### config.mk
export PLATFORM = sky130hd
export DESIGN_NAME = sync_fifo
export DESIGN_NICKNAME = d
export VERILOG_FILES = /design/src/rtl/sync_fifo.sv
export SDC_FILE = /design/constraint.sdc
export NUM_CORES = 1
export LEC_CHECK = 0
export BUFFER_PORTS_ARGS = -buffer_cell sky130_fd_sc_hd__buf_2
export CAP_MARGIN = 20
export CORE_MARGIN = 5
export CORE_UTILIZATION = 54
export DETAILED_ROUTE_END_ITERATION = 16
export PLACE_DENSITY = 0.81
export SETUP_SLACK_MARGIN = 0.1
export SYNTH_ARGS = -nofsm -noshare
export SYNTH_HDL_FRONTEND = slang
export SYNTH_SLANG_ARGS = --single-unit
export TNS_END_PERCENT = 10
### constraint.sdc
create_clock -name clk -period 7.4 [get_ports clk]
set_input_delay 0.37 -clock clk [delete_from_list [all_inputs] [get_ports clk]]
set_output_delay 0.37 -clock clk [all_outputs]
set_load 0.01 [all_outputs]
### src/rtl/sync_fifo.sv
// Single-clock FIFO with registered read data and full/empty flags.
// Define SYNC_FIFO_ERR_FLAGS_EN to add sticky overflow/underflow outputs.
module sync_fifo #(
  parameter int DATA_WIDTH = 4,
  parameter int DEPTH      = 8,
  localparam int ADDR_WIDTH = $clog2(DEPTH)
) (
  input  logic                  clk,
  input  logic                  reset,
  input  logic                  rd_en,
  input  logic                  wr_en,
  input  logic [DATA_WIDTH-1:0] data_in,
  output logic [DATA_WIDTH-1:0] data_out,
  output logic                  full,
  output logic                  empty
`ifdef SYNC_FIFO_ERR_FLAGS_EN
  ,
  output logic                  overflow,
  output logic                  underflow
`endif
);

  localparam int CNT_WIDTH = ADDR_WIDTH + 1;

  logic [DATA_WIDTH-1:0] mem [DEPTH];
  logic [ADDR_WIDTH-1:0] wr_ptr;
  logic [ADDR_WIDTH-1:0] rd_ptr;
  logic [CNT_WIDTH-1:0]  count;
  logic                  rd_accept;
  logic                  wr_accept;

  // A write into a full FIFO is only allowed when a read frees the slot on the same edge.
  always_comb begin
    rd_accept = rd_en && !empty;
    wr_accept = wr_en && (!full || rd_accept);
  end

  always_comb begin
    full  = (count == CNT_WIDTH'(DEPTH));
    empty = (count == '0);
  end

  // Storage is left uninitialised on reset; pointers alone define validity.
  always_ff @(posedge clk) begin
    if (!reset && wr_accept) begin
      mem[wr_ptr] <= data_in;
    end
  end

  always_ff @(posedge clk) begin
    if (reset) begin
      wr_ptr   <= '0;
      rd_ptr   <= '0;
      count    <= '0;
      data_out <= '0;
    end else begin
      if (wr_accept) begin
        wr_ptr <= wr_ptr + ADDR_WIDTH'(1);
      end
      if (rd_accept) begin
        rd_ptr   <= rd_ptr + ADDR_WIDTH'(1);
        data_out <= mem[rd_ptr];
      end
      if (wr_accept && !rd_accept) begin
        count <= count + CNT_WIDTH'(1);
      end else if (rd_accept && !wr_accept) begin
        count <= count - CNT_WIDTH'(1);
      end
    end
  end

`ifdef SYNC_FIFO_ERR_FLAGS_EN
  always_ff @(posedge clk) begin
    if (reset) begin
      overflow  <= 1'b0;
      underflow <= 1'b0;
    end else begin
      if (wr_en && full && !rd_accept) begin
        overflow <= 1'b1;
      end
      if (rd_en && empty) begin
        underflow <= 1'b1;
      end
    end
  end
`endif

endmodule

# Word-level counts from Yosys, hierarchy flattened
# Memories as Yosys holds them, arrays and structs flattened. A register that Yosys moved wholly into a read port is not among the register bits.
# Cells that the tools add are included.
# classes
mux	4
n_mul	0
reduce_logical	13
n_shift	0
n_div	0
add_sub_neg	4
bitwise_logic	0
eq_ne	1
magnitude_cmp	0
# op_table
cell	count
two-way mux 4 bit	2
adder 3 x 1 -> 3 bit, second input constant	2
logical AND 1 bit	5
logical NOT 1 bit	5
adder 4 x 1 -> 4 bit, second input constant	1
== test 4 bit, second input constant	1
logical NOT 4 bit	1
subtractor 4 x 1 -> 4 bit, second input constant	1
two-way mux 1 bit	2
nonzero test 2 bit	1
logical OR 1 bit	1
# totals
n_memories	1
elab_cells	26
romBits	0
ramBits	32
in_bits	8
latch_bits	0
output_inout_bits	6
reg_bits	10
# memory_table
memory	words	word_bits	read_ports	rd_ports_with_merged_regs	wr	line_no	text
mem	8	4	1	1	1	25	logic [DATA_WIDTH-1:0] mem [DEPTH];

# Logic depth before layout (Yosys ltp)
# Gate-level depths: netlist (run 1).
# logic_depth
word_depth	9
depth_mapped	10
depth_no_buf	10

# Worst setup path after synthesis (run 1)
# OpenSTA, ideal clock, no wires.
# synth_path
path_type	register -> register
startpoint	register count[0]
endpoint	register count[3]
n_path_buf	0
t_arrival_ns	2.477
path_stages_with_launch	11
setup_slack_ns	4.802
period_less_slack_ns	2.598
setup_ns	0.121
required_ns	7.279
cell_sequence	dfxtp_1 or4b_4 o21ai_4 inv_4 ha_1 inv_1 ha_1 a21oi_1 a211oi_1 a31oi_1 mux2_2
# synth_between
elab_chain_len	8
word_cells_on_any_way	16
classes_between	2 x add/sub; 1 x eq/ne; 2 x mux; 11 x reduce/logical
# synth_rtl
element	line_no	text
from (decl)	28	logic [CNT_WIDTH-1:0] count;
from (signal assigned)	65	count <= count + CNT_WIDTH'(1);
from (signal assigned)	67	count <= count - CNT_WIDTH'(1);
branches (longest 8 deep; another with subtractor 4 x 1 -> 4 bit)	-	
# Parallel ways; which one is timed is not known. The select of a mux whose other input is x is not followed.
# A chain may end at the register's enable or synchronous reset.

# Final worst setup path (run 1)
# Same ends and word-level chain as after synthesis.

==> results.yml, run 1 <==
synthesis:
  ys_seq_area_frac: 0.6429
  syn_area_per_cell_um2: 14.52
  synth_top_area_frac: 0.4977
  synth_top_family_by_area: "multiplexers"
  synth_area_um2: 1931
  synthCells: 133
  synth_area_leaders: "edfxtp_1 (50%), dfxtp_1 (15%), mux4_2 (9.3%)"
  synthSimpleGateAreaFrac: 0.1056
  ys.flop_type: "edfxtp_1"
  synth_adder_area_share: 0.04277
  synthDistinctLibCells: 33
  yosysTopAreaCell: "edfxtp_1"
  synth_nets: 147
  synth_edf_count: 32
  ys.warnings.count: 0
  synth_compound_area_frac: 0.04601
  synth-xor-area-share: 0.03111
  muxShareOfSynthArea: 0.1095
  synth-seq-cells: 46
  async_reset_ff_frac: 0
clock_tree:
  hold_buffers: 0
  cts_root_buf: "clkbuf_4"
  numCtsBuffers: 5
  cts_tree: "done"
  insertion_delay_ns: 0.36
  cts_setup_buffers: 0
  cts_resized: 0
  h-tree-depth: 2
  clk_pin_slew_ns: 0.14
  cts.sinks: 46
  clock_path_buffers: 2
setup_path:
  setup.worst_path.class: "reg -> reg"
  startpoint_type: "flip-flop"
  crit_arrival_ns: 3.12
  cpMostUsedCell: "ha_1"
  end_kind: "flip-flop"
  critPathMaxStageDelay_ns: 0.57
  cp_max_fo: 6
  crit_required_ns: 7.68
  cp_slowest_cell: "or4b_4"
  cp_num_buf_inv: 2
  crit_family: "compound AO/OA/AOI/OAI gates"
  cp_cell_sequence: "or4b_4, o21ai_4, inv_4, ha_1, inv_1, ha_1, a21oi_1, a211oi_1, a31oi_1, mux2_2"
pwr:
  peakVddDrop_uv: 167.1
  p_leak_uw: 0.0007251
  p_comb_frac: 0.277
  seq_power_share: 0.533
  p_sw_frac: 0.3225
  p_sw_uw: 207.0
  power_density_nw_per_um2: 307.0
  internal_power_uw: 434.9
  p_clk_frac: 0.190
layout:
  final_util: 0.6168
  area_growth_pct: 8.296
  nFillCells: 251
  layout_commonest_cell: "edfxtp_1"
  instances_no_fill: 194
  antenna_cells: 0
  mostFrequentLayoutCells: "edfxtp_1 (32), nor2_1 (20), dfxtp_1 (14)"
  layout.nets: 161
  drive_gt1_frac: 0.2500
detailed_routing:
  wl_per_cell_um: 16.47
  drt_iter0_markers: 63
  viasPerCell: 5.737
  wirelength_mm: 3.196
  dr.pass1.iters: 4
  vias: 1113
  drtAntennaViolNets: 0
  drc_errors: 0
timing:
  finalMaxSlewViolations: 0
  finalSetupViolCount: 0
  hold_viol_final: 0
  period_share: 0.3845
  setup-tns-final_ns: 0
  timing.hold.ws_ns: 0.2627
  worstMarginPinSlew_ns: 1.014
  fmax_mhz: 351.5
  finClkSkew_ns: 0.01356
  relSlewSlack: 0.3175
  rsz0062_at_grt: "false"
  period_needed_ns: 2.845
floorplanning:
  start_util: 0.5696
  ioPinCount: 14
  dieArea_um2: 4871
  core-area_um2: 3390
  dieWidth_um: 69.79
  fp.dieH_um: 69.79
  core.rowCount: 21
hold_path:
  hp-class: "in -> reg"
place:
  dp_hpwl_mm: 2.315
  dp_cells: 186
  port_buffers: 13
  place_congestion: 0.6793
grt:
  grt_usage: 0.1392
  grt_pass1_vias: 1073
  grt_pass1_wl_mm: 5.099
  antenna_found_initial: 0
  grt_max_degree: 20
  grt-ovfl-total: 0
run_status:
  outcome: "complete, no violations"
job:
  max-cap-violations: 0
## Yosys cell counts, types with 2 or more instances
cell type  instances
a21oi_1            3
buf_2              2
clkbuf_1           3
dfxtp_1           14
edfxtp_1          32
ha_1               5
inv_1              3
mux2i_1            2
mux4_2             8
nand2_1            5
nand2_2            2
nor2_1            20
nor3_1             7
nor4_1             2
o22ai_1            4
xnor2_1            2
xor2_1             3
## cells by family (layout without fill, tap and decap cells)
logic type | count (synthesis) | after routing
xor+xnor | 6 | 6
flops | 46 | 46
fa+ha+maj | 6 | 6
buf+inv | 10 | 25
simple gates | 42 | 42
mux | 11 | 11
compound gates | 12 | 12
## power by group through the flow
stage	registers, µW	logic [µW]	clock network, µW
finish	342	178	122
global route	349	196	135
CTS	344	178	124
detailed placement	349	178	0
global placement	345	170	0
floorplan	330	152	0
## worst register-to-register path: stages, from the launching register on
cell      delay [ns]
dfxtp_1         0.41
or4b_4          0.58
o21ai_4         0.24
inv_4           0.08
ha_1            0.20
inv_1           0.14
ha_1            0.29
a21oi_1         0.18
a211oi_1        0.10
a31oi_1         0.19
mux2_2          0.35
## cell type report
type	instances	area, µm²	share of cell area
clock buffer	5	37.54	0.01795
clock inverter	3	25.02	0.01197
tap	46	57.56	0.02753
inverter	4	17.52	0.008378
sequential	46	1241	0.5937
timing repair buffer	13	65.06	0.03112
multi-input combinational	77	646.9	0.3094
## path summary, 6_finish.rpt
check	startpoint	end	slack, ns	cells after the start
max	count[0]$_SDFFE_PP0P_	count[3]$_SDFFE_PP0P_	4.55	10
min	data_in[2]	mem[1][2]$_DFFE_PP_	0.26	1
max reg2reg	count[0]$_SDFFE_PP0P_	count[3]$_SDFFE_PP0P_	4.55	10
min reg2reg	data_out[0]$_SDFFE_PP0N_	data_out[0]$_SDFFE_PP0N_	0.50	2
## through the flow
stage	total power [µW]	setup WS (ns)	cell area (µm²)
after floorplan	481.3	4.802	1931
after detailed placement	527.4	4.608	2028
after CTS	646.4	4.584	2091
after global placement	514.5	4.734	2028
final	641.9	4.555	2091
after global routing	680.0	4.454	2091
## registers in the layout (all words and copies together), names as in the netlist
name	cells
count	4
data_out	4
mem	32
rd_ptr	3
wr_ptr	3
## layer usage
metal | share of wire | GRT usage | vias up
met5 | 0 | 0 | -
met3 | 0.080 | 0.04348 | 5
met2 | 0.50 | 0.2151 | 56
li1 | - | - | 526
met1 | 0.40 | 0.1711 | 526
met4 | 0.014 | 0.08085 | 0
Note: power is estimated with default switching activity, not from simulation.
==> inputs of run 2 (changes only) <==
--- a/config.mk
+++ b/config.mk
@@ -5,12 +5,13 @@
 export SDC_FILE = /design/constraint.sdc
 export NUM_CORES = 1
 export LEC_CHECK = 0
+export ABC_AREA = 1
 export BUFFER_PORTS_ARGS = -buffer_cell sky130_fd_sc_hd__buf_2
 export CAP_MARGIN = 20
 export CORE_MARGIN = 5
 export CORE_UTILIZATION = 54
 export DETAILED_ROUTE_END_ITERATION = 16
-export PLACE_DENSITY = 0.81
+export PLACE_DENSITY = 0.8
 export SETUP_SLACK_MARGIN = 0.1
 export SYNTH_ARGS = -nofsm -noshare
 export SYNTH_HDL_FRONTEND = slang
==> constraint.sdc (replaced) <==
create_clock -name clk -period 2.8 [get_ports clk]
set_input_delay 0.14 -clock clk [delete_from_list [all_inputs] [get_ports clk]]
set_output_delay 0.14 -clock clk [all_outputs]
set_load 0.01 [all_outputs]
==> results.yml, run 2 <==
run_status:
  outcome: "complete, no violations"
detailed_routing:
  highest_layer: "met4"
  viasPerCell: 4.990
  vias: 1452
  wl_met2_mm: 1.795
  drc_errors: 0
  drt_iter0_markers: 114
  dr.pass1.iters: 4
  wirelength_mm: 3.799
  dr_wl_met3_um: 214
  drtAntennaViolNets: 0
  drt-met1-wl_mm: 1.704
  wl_per_cell_um: 13.05
clock_tree:
  cts_root_buf: "clkbuf_8"
  hold_buffers: 0
  clock_path_buffers: 2
  insertion_delay_ns: 0.30
  cts.sinks: 46
  cts_resized: 0
  h-tree-depth: 2
  clk_pin_slew_ns: 0.08
  numCtsBuffers: 5
  cts_setup_buffers: 0
  cts_tree: "done"
setup_path:
  crit_family: "simple AND/OR/NAND/NOR gates"
  end_kind: "flip-flop"
  cp_max_fo: 11
  setup.worst_path.class: "reg -> reg"
  cpMostUsedCell: "nand2_1"
  cp_slowest_cell: "dfxtp_1"
  cp_num_buf_inv: 1
  cp_cell_sequence: "nor2_2, nand3_2, nand2_1, ha_1, inv_1, ha_1, or2_2, nand2_1, nand3_1, nand2_1, nand2_1, a21oi_1"
  crit_arrival_ns: 2.50
  startpoint_type: "flip-flop"
  crit_required_ns: 3.03
  critPathMaxStageDelay_ns: 0.45
layout:
  mostFrequentLayoutCells: "nand2_1 (53), inv_1 (38), edfxtp_1 (32)"
  layout_commonest_cell: "nand2_1"
  top_register: "mem"
  antenna_cells: 0
  layout.nets: 256
  instances_no_fill: 291
  largest_register_ffs: 32
  register_area_um2: 1241
  nFillCells: 320
  area_growth_pct: 8.367
  top_regs: "mem x32, count x4, data_out x4"
  drive_gt1_frac: 0.1358
  multi_input_area_um2: 685.7
synthesis:
  synth_adder_area_share: 0.03862
  synth_top_family_by_area: "simple AND/OR/NAND/NOR gates"
  ys_seq_area_frac: 0.5805
  muxShareOfSynthArea: 0
  synth-seq-cells: 46
  synthCells: 228
  synth_edf_count: 32
  synth_area_um2: 2138
  yosysTopAreaCell: "edfxtp_1"
  yosys-top-cells-count: "nand2_1 (53), inv_1 (38), edfxtp_1 (32), nand3_1 (28), dfxtp_1 (14)"
  ys.flop_type: "edfxtp_1"
  ys.warnings.count: 0
  synth_nets: 242
  synth_area_leaders: "edfxtp_1 (45%), dfxtp_1 (13%), nand2_1 (9.3%)"
  synth-xor-area-share: 0.01229
  syn_area_per_cell_um2: 9.379
  synth.most_common_cell: "nand2_1"
  async_reset_ff_frac: 0
  synth_top_area_frac: 0.4494
  synthSimpleGateAreaFrac: 0.2276
  synthDistinctLibCells: 27
  synth_compound_area_frac: 0.04213
timing:
  finalMaxSlewViolations: 0
  setup-tns-final_ns: 0
  setup_slack_ns: 0.5379
  worstMarginPinSlew_ns: 0.7635
  finClkSkew_ns: 0.007233
  period_share: 0.8079
  hold_viol_final: 0
  relSlewSlack: 0.4903
  rsz0062_at_grt: "false"
  fmax_mhz: 442.1
  period_needed_ns: 2.262
  finalSetupViolCount: 0
hold_path:
  hp-class: "in -> reg"
grt:
  grt_pass1_wl_mm: 6.417
  grt_usage: 0.1624
  grt-ovfl-total: 0
  antenna_found_initial: 0
  grt_max_degree: 19
  grt_pass1_vias: 1380
job:
  max-cap-violations: 0
floorplanning:
  fp.dieH_um: 72.93
  dieWidth_um: 72.93
  dieArea_um2: 5318
  core-area_um2: 3744
  ioPinCount: 14
  core.rowCount: 22
  start_util: 0.5712
place:
  port_buffers: 13
  place_congestion: 0.8500
  place_ws_ns: 0.5587
  dp_cells: 283
  dp_hpwl_mm: 2.729
pwr:
  power_density_nw_per_um2: 836.1
  power_uw: 1937
  p_leak_uw: 0.001020
  peakVddDrop_uv: 515.7
[run 2: cell count changes after synthesis, moves of 4 or more]
cell	delta
a21oi_1	+8
mux4_2	-8
nand2_1	+48
nand2_2	+7
o21ai_0	+6
inv_1	+35
nand3_1	+27
nor2_1	-12
o22ai_1	-4
[run 2: worst paths after layout]
path                                               start                  endpoint  slack [ns]  depth (start not counted)
worst max-delay path               count[0]$_SDFFE_PP0P_     count[3]$_SDFFE_PP0P_        0.54                         12
worst min register to register  data_out[1]$_SDFFE_PP0N_  data_out[1]$_SDFFE_PP0N_        0.47                          2
worst min-delay path                          data_in[1]       mem[0][1]$_DFFE_PP_        0.14                          1
worst max register to register     count[0]$_SDFFE_PP0P_     count[3]$_SDFFE_PP0P_        0.54                         12
[run 2: final cells by class]
class | count | area share
multi-input cells | 135 | 0.2959
clock buffers | 7 | 0.03294
clock inverters | 1 | 0.01296
flip-flops and latches | 46 | 0.5356
well taps | 48 | 0.02592
inverters | 41 | 0.06857
repair buffers | 13 | 0.02808
[run 2: layer usage]
metal | global-route usage | vias to the layer above
met5 | 0 | -
met4 | 0.07992 | 0
met3 | 0.04270 | 8
met2 | 0.2535 | 33
met1 | 0.2089 | 650
li1 | - | 761
[run 2: cells by family (layout without fill, tap and decap cells)]
logic type               Yosys count  after routing
AO/OA/AOI/OAI                     18             18
adder cells (fa/ha/maj)            6              6
XOR/XNOR                           3              3
flip-flops                        46             46
buffers and inverters             47             62
AND/OR/NAND/NOR                  108            108
[run 2: report_power, final]
| group | total (µW) | internal (µW) | switching [µW] |
|---|---|---|---|
| clock network | 472 | 267 | 205 |
| logic | 571 | 219 | 351 |
| registers | 895 | 797 | 98.1 |
| total | 1940 | 1280 | 655 |
[run 2: per-stage QoR]
stage | utilization | hold WS, ns | instance area, µm²
after floorplan | - | 0.2389 | 2138
after global placement | 0.5906 | 0.4398 | 2211
after detailed placement | 0.5906 | 0.4467 | 2211
after CTS | 0.6190 | 0.1298 | 2317
after global routing | 0.6190 | 0.1341 | 2317
final | 0.6190 | 0.1409 | 2317
==> inputs of run 3 (changes only) <==
--- a/config.mk
+++ b/config.mk
@@ -9,9 +9,9 @@
 export BUFFER_PORTS_ARGS = -buffer_cell sky130_fd_sc_hd__buf_2
 export CAP_MARGIN = 20
 export CORE_MARGIN = 5
-export CORE_UTILIZATION = 54
+export CORE_UTILIZATION = 53
 export DETAILED_ROUTE_END_ITERATION = 16
-export PLACE_DENSITY = 0.8
+export PLACE_DENSITY = 0.82
 export SETUP_SLACK_MARGIN = 0.1
 export SYNTH_ARGS = -nofsm -noshare
 export SYNTH_HDL_FRONTEND = slang
==> constraint.sdc (replaced) <==
create_clock -name clk -period 1.85 [get_ports clk]
set_input_delay 0.0925 -clock clk [delete_from_list [all_inputs] [get_ports clk]]
set_output_delay 0.0925 -clock clk [all_outputs]
set_load 0.01 [all_outputs]
==> results.yml, run 3 (synthesized netlist as in run 2, its figures left out) <==
job:
  max-cap-violations: 0
pwr:
  peakVddDrop_uv: 927.8
  p_leak_uw: 0.001076
  internal_power_uw: 1953
  p_comb_frac: 0.379
  p_sw_uw: 1098
  p_sw_frac: 0.3600
  seq_power_share: 0.431
  power_density_nw_per_um2: 1251
  p_clk_frac: 0.190
layout:
  mostFrequentLayoutCells: "nand2_1 (50), inv_1 (36), edfxtp_1 (32)"
  final_area_um2: 2439
  nFillCells: 316
  antenna_cells: 0
  multi_input_area_um2: 728.2
  layout_commonest_cell: "nand2_1"
  top_register: "mem"
  largest_register_ffs: 32
  final_util: 0.6185
  top_regs: "mem x32, count x4, data_out x4"
  area_growth_pct: 14.04
  register_area_um2: 1250
  layout.nets: 268
  drive_gt1_frac: 0.2196
detailed_routing:
  dr.pass1.iters: 4
  wirelength_mm: 4.214
  drt_iter0_markers: 79
  drtAntennaViolNets: 0
  vias: 1563
  drc_errors: 0
  wl_per_cell_um: 13.82
  viasPerCell: 5.125
setup_path:
  crit-reg2reg-launch: "count[0]$_SDFFE_PP0P_"
  setup.worst_path.class: "reg -> reg"
  rrSetupSlack_ns: 0.06
  r2r_cells: 14
  crit_required_ns: 2.09
  rr_endpoint: "count[3]$_SDFFE_PP0P_"
  end_kind: "flip-flop"
  startpoint_type: "flip-flop"
  crit_arrival_ns: 2.02
  cp_max_fo: 4
  crit_path_end: "count[3]$_SDFFE_PP0P_"
  startpoint: "count[0]$_SDFFE_PP0P_"
clock_tree:
  cts_tree: "done"
  cts.sinks: 46
  clock_path_buffers: 2
  clk_pin_slew_ns: 0.08
  cts_root_buf: "clkbuf_8"
  insertion_delay_ns: 0.30
  numCtsBuffers: 5
  h-tree-depth: 2
timing:
  hold_viol_final: 0
  finClkSkew_ns: 0.008144
  finalMaxSlewViolations: 0
  setup_slack_ns: 0.06142
  worstMarginPinSlew_ns: 0.3698
  period_share: 0.9668
  setup-tns-final_ns: 0
  period_needed_ns: 1.789
  relSlewSlack: 0.7526
  rsz0062_at_grt: "true"
  fmax_mhz: 559.1
  finalSetupViolCount: 0
grt:
  grt_util_met3: 0.03830
  grt_pass1_vias: 1576
  gr-usage-met2: 0.3199
  grt_usage: 0.1756
  grt_max_degree: 19
  antenna_found_initial: 0
  grt_pass1_wl_mm: 7.127
  use_met1: 0.1954
  grt_most_used_layer: "met2"
  grt-ovfl-total: 0
place:
  placed_area_um2: 2325
  place_ws_ns: -0.01132
  place_congestion: 0.8632
  port_buffers: 13
  dp_hpwl_mm: 3.044
floorplanning:
  core.rowCount: 23
  dieArea_um2: 5404
  fp.dieH_um: 73.52
  core-area_um2: 3943
  ioPinCount: 14
  start_util: 0.5424
  dieWidth_um: 73.52
hold_path:
  hp-class: "in -> reg"
run_status:
  outcome: "complete, no violations"
==> run 3: cell count changes in the layout (fill, tap and decap cells not counted), moves of 2 or more <==
cell / delta
ha_4: +2
ha_1: -2
nand2_1: -3
dfxtp_4: +2
buf_4: +12
nand2_2: +3
inv_1: -2
dfxtp_1: -3
==> run 3: worst min-delay path by stage <==
stage | endpoint | slack [ns] | start | depth (start not counted)
4_1_cts | mem[4][0]$_DFFE_PP_ | 0.09 | data_in[0] | 1
6_report | mem[4][0]$_DFFE_PP_ | 0.09 | data_in[0] | 1
5_1_grt | wr_ptr[2]$_SDFFE_PP0N_ | 0.11 | reset | 2
3_5_place_dp | mem[0][0]$_DFFE_PP_ | 0.40 | data_in[0] | 1
2_1_floorplan | mem[0][0]$_DFFE_PP_ | 0.19 | data_in[0] | 0
3_3_place_gp | mem[0][1]$_DFFE_PP_ | 0.38 | data_in[1] | 1
==> run 3: metal layers <==
layer | wire length [µm] | share of wire
met1 | 1766 | 0.42
met2 | 2182 | 0.52
met3 | 182 | 0.043
met4 | 82 | 0.019
met5 | 0 | 0
==> run 3: power groups by stage <==
stage	Sequential (µW)	Combinational, µW	Clock (µW)
global route	1330	1310	620
floorplan	1340	828	0
global placement	1340	1040	0
finish	1310	1160	580
CTS	1310	1140	585
detailed placement	1340	1090	0
==> run 3: final cells by class <==
type                       count  area share
sequential                    46      0.5126
multi-input combinational    135      0.2986
inverter                      41     0.06619
timing repair buffer          25     0.06362
clock buffer                   6     0.02976
tap                           50     0.02565
clock inverter                 2    0.003592
==> run 3: repair_timing <==
action                                 in CTS  in global routing
setup endpoints to repair                   3                  7
endpoints found under the hold margin       0                  0
gates cloned                                0                  0
buffers inserted                            3                  0
hold buffers                                0                  0
gates resized for setup                     2                  3
pin swaps                                   5                  0
==> run 3: worst max-delay path, stage by stage (launching register included) <==
cell and delay [ns]:
dfxtp_2 0.34, nor2_4 0.11, nand4_1 0.12, nand2_2 0.10, inv_2 0.05, ha_4 0.16
inv_4 0.07, ha_1 0.22, nand2_1 0.11, nand2_2 0.09, nand2_2 0.08, nand3_1 0.06
nand2_1 0.06, nand2_1 0.04, a21oi_1 0.10
==> run 3: stage by stage <==
step,power (µW),instances,hold slack [ns]
after floorplan,2168,228,0.1914
after global placement,2371,294,0.3839
after detailed placement,2432,294,0.3985
after CTS,3037,305,0.08837
after global routing,3263,305,0.1088
final,3051,305,0.08700
